--- config.mk ---
export PLATFORM = sky130hd
export DESIGN_NAME = fetch_decode
export DESIGN_NICKNAME = d
export VERILOG_FILES = /design/src/rtl/fetch_pkg.sv /design/src/rtl/fetch_opdecode.sv /design/src/rtl/fetch_decode.sv
export SDC_FILE = /design/constraint.sdc
export NUM_CORES = 1
export LEC_CHECK = 0
export CORE_MARGIN = 2
export CORE_UTILIZATION = 40
export CTS_BUF_LIST = sky130_fd_sc_hd__clkbuf_4
export CTS_CLUSTER_SIZE = 10
export DETAILED_ROUTE_END_ITERATION = 10
export GPL_ROUTABILITY_DRIVEN = 0
export PLACE_DENSITY = 0.71
export SETUP_SLACK_MARGIN = 0.02
export SYNTH_ARGS = -nofsm -noshare
export SYNTH_HDL_FRONTEND = slang
export SYNTH_HIERARCHICAL = 1
export SYNTH_SLANG_ARGS = --single-unit
--- constraint.sdc ---
create_clock -name clk -period 2.4 [get_ports clk]
set_clock_uncertainty 0.1 [all_clocks]
set_input_delay 0.72 -clock clk [delete_from_list [all_inputs] [get_ports clk]]
set_output_delay 0.72 -clock clk [all_outputs]
set_load 0.1 [all_outputs]
--- src/rtl/fetch_pkg.sv ---
// Shared constants and types for the instruction fetch/decode controller.
package fetch_pkg;

  localparam int unsigned OpcodeW = 6;
  localparam int unsigned Param1W = 6;
  localparam int unsigned Param2W = 6;
  localparam int unsigned WordW   = OpcodeW + Param1W + Param2W;
  localparam int unsigned NumExec = 5;

  // Highest register index an executor instruction may name.
  localparam logic [Param1W-1:0] MaxRegIdx = 6'd4;

  localparam logic [OpcodeW-1:0] OpNop   = 6'h00;
  localparam logic [OpcodeW-1:0] OpLoad  = 6'h01;
  localparam logic [OpcodeW-1:0] OpStore = 6'h02;
  localparam logic [OpcodeW-1:0] OpMove  = 6'h03;
  localparam logic [OpcodeW-1:0] OpAdd   = 6'h04;
  localparam logic [OpcodeW-1:0] OpSub   = 6'h05;
  localparam logic [OpcodeW-1:0] OpHalt  = 6'h3F;

  typedef enum logic [3:0] {
    StIdle,
    StF1,
    StF2,
    StF3,
    StF4,
    StDec,
    StExec,
    StClr,
    StHalt
  } state_e;

  // Fetch datapath strobes, one per bus/memory control line.
  typedef struct packed {
    logic pc_out_en;
    logic mar_in;
    logic en;
    logic rw;
    logic mdr_to_bus;
    logic ir_in;
    logic pc_inc;
  } fetch_ctrl_t;

endpackage

--- src/rtl/fetch_opdecode.sv ---
// Combinational opcode classifier: one-hot executor start plus nop/halt/illegal flags.
module fetch_opdecode
  import fetch_pkg::*;
(
  input  logic [OpcodeW-1:0] opcode_i,
  input  logic [Param1W-1:0] param1_i,
  input  logic [Param2W-1:0] param2_i,
  output logic [NumExec-1:0] start_o,
  output logic               nop_o,
  output logic               halt_o,
  output logic               illegal_o
);

  logic params_ok;

  // Classify the latched instruction; executor ops with out-of-range registers are illegal.
  always_comb begin
    start_o   = '0;
    nop_o     = 1'b0;
    halt_o    = 1'b0;
    illegal_o = 1'b0;
    params_ok = (param1_i <= MaxRegIdx) && (param2_i <= MaxRegIdx);
    case (opcode_i)
      OpNop:   nop_o = 1'b1;
      OpHalt:  halt_o = 1'b1;
      OpLoad:  if (params_ok) start_o = 5'b00001; else illegal_o = 1'b1;
      OpStore: if (params_ok) start_o = 5'b00010; else illegal_o = 1'b1;
      OpMove:  if (params_ok) start_o = 5'b00100; else illegal_o = 1'b1;
      OpAdd:   if (params_ok) start_o = 5'b01000; else illegal_o = 1'b1;
      OpSub:   if (params_ok) start_o = 5'b10000; else illegal_o = 1'b1;
      default: illegal_o = 1'b1;
    endcase
  end

endmodule

--- src/rtl/fetch_decode.sv ---
// Instruction fetch/decode sequencer: four fetch steps, decode, then hands the instruction to
// one executor FSM and waits for its done pulse. Optional EXEC watchdog is enabled by
// defining FETCH_EXEC_TIMEOUT_EN (adds the sticky timeout output).
module fetch_decode
  import fetch_pkg::*;
(
  input  logic               clk,
  input  logic               rst,
  input  logic               run,
  input  logic [WordW-1:0]   mem_word,
  input  logic               exec_done,
  output logic               PCOutEn,
  output logic               MARin,
  output logic               EN,
  output logic               RW,
  output logic               MDR_tobusin,
  output logic               IRin,
  output logic               PCinc,
  output logic [NumExec-1:0] exec_start,
  output logic [Param1W-1:0] parameter1,
  output logic [Param2W-1:0] parameter2,
  output logic               donefetch,
  output logic               halted,
  output logic               illegal
`ifdef FETCH_EXEC_TIMEOUT_EN
  ,
  output logic               timeout
`endif
);

  state_e               state_q, state_d;
  logic [OpcodeW-1:0]   opcode_q, opcode_d;
  logic [Param1W-1:0]   param1_q, param1_d;
  logic [Param2W-1:0]   param2_q, param2_d;
  fetch_ctrl_t          ctrl_q, ctrl_d;
  logic [NumExec-1:0]   start_q, start_d;
  logic                 donefetch_q, donefetch_d;
  logic                 halted_q, halted_d;
  logic                 illegal_q, illegal_d;
`ifdef FETCH_EXEC_TIMEOUT_EN
  logic [7:0]           cnt_q, cnt_d;
  logic                 timeout_q, timeout_d;
`endif

  logic [NumExec-1:0]   dec_start;
  logic                 dec_nop;
  logic                 dec_halt;
  logic                 dec_illegal;

  fetch_opdecode u_opdecode (
    .opcode_i  (opcode_q),
    .param1_i  (param1_q),
    .param2_i  (param2_q),
    .start_o   (dec_start),
    .nop_o     (dec_nop),
    .halt_o    (dec_halt),
    .illegal_o (dec_illegal)
  );

  // Next state and next outputs; outputs are derived from state_d so they are registered
  // and line up with the state they belong to.
  always_comb begin
    state_d     = state_q;
    opcode_d    = opcode_q;
    param1_d    = param1_q;
    param2_d    = param2_q;
    halted_d    = halted_q;
    illegal_d   = illegal_q;
`ifdef FETCH_EXEC_TIMEOUT_EN
    cnt_d       = cnt_q;
    timeout_d   = timeout_q;
`endif

    case (state_q)
      StIdle: if (run) state_d = StF1;
      StF1:   state_d = StF2;
      StF2:   state_d = StF3;
      StF3: begin
        // Word is on the bus during F3; latch it as we move to F4.
        state_d  = StF4;
        opcode_d = mem_word[WordW-1 -: OpcodeW];
        param1_d = mem_word[Param1W+Param2W-1 -: Param1W];
        param2_d = mem_word[Param2W-1:0];
      end
      StF4:   state_d = StDec;
      StDec: begin
        if (dec_nop) begin
          state_d = StF1;
        end else if (dec_halt) begin
          state_d  = StHalt;
          halted_d = 1'b1;
        end else if (dec_illegal) begin
          state_d   = StHalt;
          illegal_d = 1'b1;
        end else begin
          state_d = StExec;
`ifdef FETCH_EXEC_TIMEOUT_EN
          cnt_d   = '0;
`endif
        end
      end
      StExec: begin
        if (exec_done) begin
          state_d = StClr;
`ifdef FETCH_EXEC_TIMEOUT_EN
        end else if (cnt_q == 8'd254) begin
          // Counter reaches 255 on this edge without a done: give up on the executor.
          state_d   = StClr;
          timeout_d = 1'b1;
`endif
        end
`ifdef FETCH_EXEC_TIMEOUT_EN
        cnt_d = cnt_q + 8'd1;
`endif
      end
      StClr:   state_d = run ? StF1 : StIdle;
      StHalt:  state_d = StHalt;
      default: state_d = StIdle;
    endcase

    ctrl_d            = '0;
    ctrl_d.pc_out_en  = (state_d == StF1);
    ctrl_d.mar_in     = (state_d == StF1);
    ctrl_d.en         = (state_d == StF2);
    ctrl_d.rw         = (state_d == StF2);
    ctrl_d.mdr_to_bus = (state_d == StF3);
    ctrl_d.ir_in      = (state_d == StF4);
    ctrl_d.pc_inc     = (state_d == StF4);
    // opcode_q is stable for the whole EXEC stay, so the decode can drive start directly.
    start_d           = (state_d == StExec) ? dec_start : '0;
    donefetch_d       = (state_d == StClr);
  end

  // State and registered outputs; synchronous reset wins over every transition.
  always_ff @(posedge clk) begin
    if (rst) begin
      state_q     <= StIdle;
      opcode_q    <= '0;
      param1_q    <= '0;
      param2_q    <= '0;
      ctrl_q      <= '0;
      start_q     <= '0;
      donefetch_q <= 1'b0;
      halted_q    <= 1'b0;
      illegal_q   <= 1'b0;
`ifdef FETCH_EXEC_TIMEOUT_EN
      cnt_q       <= '0;
      timeout_q   <= 1'b0;
`endif
    end else begin
      state_q     <= state_d;
      opcode_q    <= opcode_d;
      param1_q    <= param1_d;
      param2_q    <= param2_d;
      ctrl_q      <= ctrl_d;
      start_q     <= start_d;
      donefetch_q <= donefetch_d;
      halted_q    <= halted_d;
      illegal_q   <= illegal_d;
`ifdef FETCH_EXEC_TIMEOUT_EN
      cnt_q       <= cnt_d;
      timeout_q   <= timeout_d;
`endif
    end
  end

  assign PCOutEn     = ctrl_q.pc_out_en;
  assign MARin       = ctrl_q.mar_in;
  assign EN          = ctrl_q.en;
  assign RW          = ctrl_q.rw;
  assign MDR_tobusin = ctrl_q.mdr_to_bus;
  assign IRin        = ctrl_q.ir_in;
  assign PCinc       = ctrl_q.pc_inc;
  assign exec_start  = start_q;
  assign parameter1  = param1_q;
  assign parameter2  = param2_q;
  assign donefetch   = donefetch_q;
  assign halted      = halted_q;
  assign illegal     = illegal_q;
`ifdef FETCH_EXEC_TIMEOUT_EN
  assign timeout     = timeout_q;
`endif

endmodule

==> flow_summary_export.csv <==
group,metric,value,unit
clocking,ctsResizeCount,0,
cells_and_area,fillers,368,
placement,dp_hpwl,2250,microns
clocking,cts_sinks,34,
logic_synthesis,ys_types,43,
cells_and_area,seq_area,693,sq um
detailed_routing,first_iter_violations,44,
worst_setup_path,rr_worst_depth,7,
cells_and_area,nNetsFinal,248,
grt,antenna_found_initial,0,
worst_setup_path,crit_path_start_kind,"flop",
logic_synthesis,synth_edf_count,0,
logic_synthesis,yosys.area.top_type,"dfxtp_1",
cells_and_area,stdcell_count,275,
detailed_routing,drc,0,
power_and_ir_drop,p_clk_share,30.0,%
hold_path,hold_depth,2,
logic_synthesis,synth_warnings,6,
power_and_ir_drop,internal_power,951,uW
worst_setup_path,slowest_stage,"dfxtp_1",
logic_synthesis,synthFlopType,"dfxtp_1",
worst_setup_path,end_kind,"flop",
logic_synthesis,synth_most_common_cell,"nand2_1",
detailed_routing,vias,1333,
power_and_ir_drop,p_leak,0.000761,uW
cells_and_area,drive_above_1_share,29.5,%
power_and_ir_drop,switching_share,32.6,%
logic_synthesis,yosysSeqAreaShare,45.0,%
cells_and_area,final_core_util,56.4,%
worst_setup_path,cp_cell_sequence,"a2111oi_4 -> o31a_2 -> o2bb2ai_1 -> o31ai_1 -> a21oi_2 -> a211o_1 -> nor2_1",
floorplan,io-pin-count,49,
placement,dp_cells,267,
clocking,clock_latency,0.33,ns
clocking,post_cts_buffers,0,
logic_synthesis,netlist_top_cells_area,"dfxtp_1 45%, nand2_1 9.7%, a21oi_1 6.6%",
logic_synthesis,async_flop_share,0,%
sta,rsz0062_at_grt,"no",
sta,whs,0.365,ns
sta,fin_crit,2.19,ns
job,drv_cap,0,
cells_and_area,diodes,0,
sta,maxSlewViolCount,0,
clocking,cts.clk_slew.worst_paths,0.10,ns
cells_and_area,multi_input_area,737,sq um
clocking,clock-root-buffer,"clkbuf_4",
logic_synthesis,synth-seq-cells,34,
sta,setup_viol,0,
power_and_ir_drop,power_frac_seq,43.9,%
clocking,cts_tree,"yes",
hold_path,hp-class,"flop to flop",
clocking,ctsHoldBuffers,0,
floorplan,die_area,0.00429,sq mm
detailed_routing,drtPass1Iterations,4,
worst_setup_path,crit_fanout,7,
grt,grt_max_degree,25,
logic_synthesis,synth_top_area_share,45.0,%
logic_synthesis,synth.cell_area,0.00151,sq mm
power_and_ir_drop,p_sw,460,uW
worst_setup_path,critical_path_class,"flop to flop",
logic_synthesis,syn-num-nets,199,
sta,fmax,456,MHz
floorplan,core-area,0.00363,sq mm
clocking,cts_made_buffers,5,
placement,io_buffer_count,48,
detailed_routing,ant_nets,0,
grt,grt_pass1_wl,5290,microns
worst_setup_path,slowest_delay,0.40,ns
clocking,htreeDepth,2,
sta,max-slew-margin-rel,59.8,%
sta,worstMarginPinSlew,0.602,ns
logic_synthesis,synth_cells,177,
power_and_ir_drop,ir_drop,319,uV
logic_synthesis,synth_commonest_cells,"39 x nand2_1, 34 x dfxtp_1, 20 x a21oi_1, 13 x nor2_1, 9 x nor3_1",
power_and_ir_drop,powerDensity,689,mW/mm^2
grt,track_usage,16.1,%
logic_synthesis,avgSynthCellArea,8.54,sq um
power_and_ir_drop,p_comb_share,26.2,%
sta,fin_crit_sh,91.3,%
floorplan,die_h,65.5,microns
grt,grt_pass1_vias,1190,
worst_setup_path,cp.required,2.53,ns
floorplan,rows,22,
detailed_routing,wl,3100,microns
status,status,"completed",
worst_setup_path,crit_arrival,2.32,ns
cells_and_area,area_growth_syn_to_layout,35.6,%
sta,fin_tns_setup,0,ns
detailed_routing,wl_per_cell,11.3,microns
floorplan,die_w,65.5,microns
detailed_routing,vias_per_cell,4.85,
floorplan,initial_core_util,41.6,%
grt,globalRouteOverflowTotal,0,
clocking,cts.path.max_buffers,2,
sta,hold_violations,0,
through the flow:
step,area [sq um],worst slack (ns),total power (uW)
2_1_floorplan,1520,0.0561,914
3_3_place_gp,1970,0.248,1000
3_5_place_dp,1970,0.208,1000
4_1_cts,2050,0.194,1430
5_1_grt,2050,0.0336,1480
6_report,2050,0.209,1410
final timing paths:
check / from / end / slack, ns
setup / recovery: opcode_q[2]$_SDFFE_PP0P_ / exec_start[4]$_SDFF_PP0_ / 0.21
setup reg to reg: opcode_q[2]$_SDFFE_PP0P_ / exec_start[4]$_SDFF_PP0_ / 0.21
hold / removal: parameter1[2]$_SDFFE_PP0P_ / parameter1[2]$_SDFFE_PP0P_ / 0.36
hold reg to reg: parameter1[2]$_SDFFE_PP0P_ / parameter1[2]$_SDFFE_PP0P_ / 0.36
layout make-up:
class / instances / area share (%)
inverters: 3 / 0.549
clock buffers: 7 / 2.56
flip-flops and latches: 34 / 33.8
clock inverters: 1 / 1.47
repair buffers: 55 / 22.7
multi-input cells: 127 / 36.0
well taps: 48 / 2.93
cell usage in the layout, fill, tap and decap left out, types with 2 or more instances in the layout:
cell,count
inv_1,3
nor2_1,13
buf_4,34
nor3_1,9
nand2_1,39
nor2b_1,3
clkbuf_4,7
a21oi_2,3
a21oi_1,20
nor4_1,2
dfxtp_2,10
nand2b_1,2
o21ai_0,3
nor4_2,2
nand3_1,6
dfxtp_1,24
clkdlybuf4s50_1,21
flip-flops by register name, indices dropped and copies added (netlist names):
| register | cells |
|---|---|
| donefetch | 1 |
| RW | 1 |
| illegal | 1 |
| state_q | 4 |
| PCinc | 1 |
| MARin | 1 |
| parameter1 | 6 |
| MDR_tobusin | 1 |
| opcode_q | 6 |
| parameter2 | 6 |
| halted | 1 |
| exec_start | 5 |
worst max-delay path: cells and delay by family, from the launching register on:
kind	cells	cell delay [ns]
flops	1	0.40
simple gates	1	0.07
compound gates	6	1.52
power by group through the flow:
stage | combinational [uW] | sequential (uW) | clock (uW)
floorplan | 196 | 717 | 0
global placement | 369 | 632 | 0
detailed placement | 371 | 633 | 0
CTS | 372 | 620 | 436
global route | 391 | 625 | 465
finish | 370 | 619 | 423
logic make-up (layout without fill, tap and decap cells):
family | after synthesis | in the layout | share of synthesized area, %
AND/OR/NAND/NOR | 91 | 91 | 32.6
AO/OA/AOI/OAI | 36 | 36 | 16.1
flip-flops | 34 | 34 | 45.0
buffers and inverters | 16 | 66 | 6.21
layer usage:
layer | vias to the layer above | share of wire, % | GRT usage, %
met5 | - | 0 | 0
met4 | 0 | 1.5 | 7.81
met3 | 6 | 7.9 | 6.85
met2 | 41 | 47 | 24.7
met1 | 582 | 44 | 19.4
li1 | 704 | - | -
Power figures use the tool's default switching activity.
==> edit (same settings) <==
Reset style: asynchronous (`rst`), changed in one clocked block. Comments in the files are not updated.
--- a/src/rtl/fetch_decode.sv
+++ b/src/rtl/fetch_decode.sv
@@ -133,5 +133,5 @@
 
   // State and registered outputs; synchronous reset wins over every transition.
-  always_ff @(posedge clk) begin
+  always_ff @(posedge clk or posedge rst) begin
     if (rst) begin
       state_q     <= StIdle;
Function: differs if rst is asserted again (counterexample within 4 cycles, from zero or initial values and one cycle with rst high); with rst held inactive, the same outputs for 10 cycles.
==> edit against the unedited design <==
Wire length shrank 4.1%. Synthesized area grew 5.2%. Via count shrank 17%. Sequential share of layout area grew 7.1 points. Setup slack gained 0.14 ns. Cell area grew 1.3%. First-iteration DRC count shrank 34%. Sequential cell count is the same. Hold slack gained 0.0098 ns. Largest cell class is now registers.
Power is left out: the tool's default activity adds up to more than one toggle a clock period on the data nets, which glitch-free logic cannot reach.
==> edit: results <==
export IMPL_synth_cell_types=37
export IMPL_slew_headroom_pct=63.1
export IMPL_rr_worst_depth=6
export IMPL_firstDrtPassIters=4
export IMPL_vias_per_cell=4.91
export IMPL_antenna_found_initial=0
export IMPL_grt_pass1_wl_um=5050
export IMPL_hpwlAfterDp_um=2260
export IMPL_drtIter0Drc=29
export IMPL_cts_root_buf="clkbuf_4"
export IMPL_numCtsBuffers=5
export IMPL_critPathArrivalTime_ns=2.20
export IMPL_status="finished, final reports clean"
export IMPL_ys_async_sr_fraction_pct=100
export IMPL_final_nets=199
export IMPL_clk_pin_slew_ns=0.09
export IMPL_min_path_cells=1
export IMPL_ctsResizeCount=0
export IMPL_slowest_delay_ns=0.42
export IMPL_cts_setup_buffers=0
export IMPL_syn_area_per_cell_um2=12.5
export IMPL_clockBufferDepth=2
export IMPL_grt_max_degree=35
export IMPL_clk_latency_ns=0.32
export IMPL_worstHoldPathType="flip-flop to flip-flop"
export IMPL_drive_gt1_share_pct=35.4
export IMPL_grtUsageTotal_pct=15.6
export IMPL_port_buffers=48
export IMPL_n_antenna_cell=0
export IMPL_ys_seq_area_share_pct=53.5
export IMPL_wirelength_um=2980
export IMPL_synth_common_cells="dfrtp_1 (34), mux2_2 (15), nor3_1 (9)"
export IMPL_synth_nets=149
export IMPL_yosysWarningCount=6
export IMPL_cts_max_level=2
export IMPL_fillers=332
export IMPL_grt_pass1_vias=1064
export IMPL_worstPathMaxFanout=6
export IMPL_worst_path_max_delay_cell="o41ai_1"
export IMPL_dpl_cell_area_mm2=0.00202
export IMPL_synth_area_leaders="dfrtp_1 (54%), mux2_2 (11%), nor3_1 (2.8%), buf_4 (2.4%), mux2_1 (2.1%)"
## edit: worst paths after layout
path	slack (ns)	to	from
worst max register to register	0.35	state_q[2]$_DFF_PP0_	parameter1[3]$_DFFE_PP0P_
max in group asynchronous	1.23	RW$_DFF_PP0_	rst
worst min register to register	0.37	illegal$_DFFE_PP0P_	illegal$_DFFE_PP0P_
min in group asynchronous	0.68	parameter2[0]$_DFFE_PP0P_	rst
worst max-delay path	0.35	state_q[2]$_DFF_PP0_	parameter1[3]$_DFFE_PP0P_
worst min-delay path	0.37	illegal$_DFFE_PP0P_	illegal$_DFFE_PP0P_
## edit: metrics by stage
stage               hold slack (ns)  instances  utilization, %  worst slack, ns
floorplan                     0.431        127               -           0.0922
global placement              0.366        218            54.0            0.370
detailed placement            0.361        218            54.0            0.280
CTS                           0.383        226            55.5            0.330
global route                  0.410        226            55.5            0.162
finish                        0.375        226            55.5            0.353
## edit: cell type report
class / instances / area share [%]
flip-flops and latches: 34 / 41.0
multi-input cells: 79 / 31.3
repair buffers: 52 / 21.3
well taps: 48 / 2.89
clock buffers: 6 / 2.17
inverters: 5 / 0.904
clock inverters: 2 / 0.422
## edit: cell families (layout without fill, tap and decap cells)
family                 after synthesis  count (layout)  synth area share, %
buffers and inverters               14              65                 5.59
AND/OR/NAND/NOR                     45              45                 18.2
AO/OA/AOI/OAI                       16              16                 9.99
flip-flops                          34              34                 53.5
multiplexers                        18              18                 12.7
## edit: metal layers
layer	share of wire (%)	wire length, um	up-vias	GRT usage, %
li1	-	-	556	-
met5	0	0	-	0
met2	47	1410	29	22.9
met3	5.8	173	2	3.04
met4	1.2	36	0	9.95
met1	45	1350	522	20.9
## edit: critical path, delay by kind of cell (launching register included)
| kind | cells | cell delay [ns] |
|---|---|---|
| and+or+nand+nor | 3 | 0.62 |
| DFF | 1 | 0.41 |
| AOI/OAI and AO/OA | 3 | 0.85 |
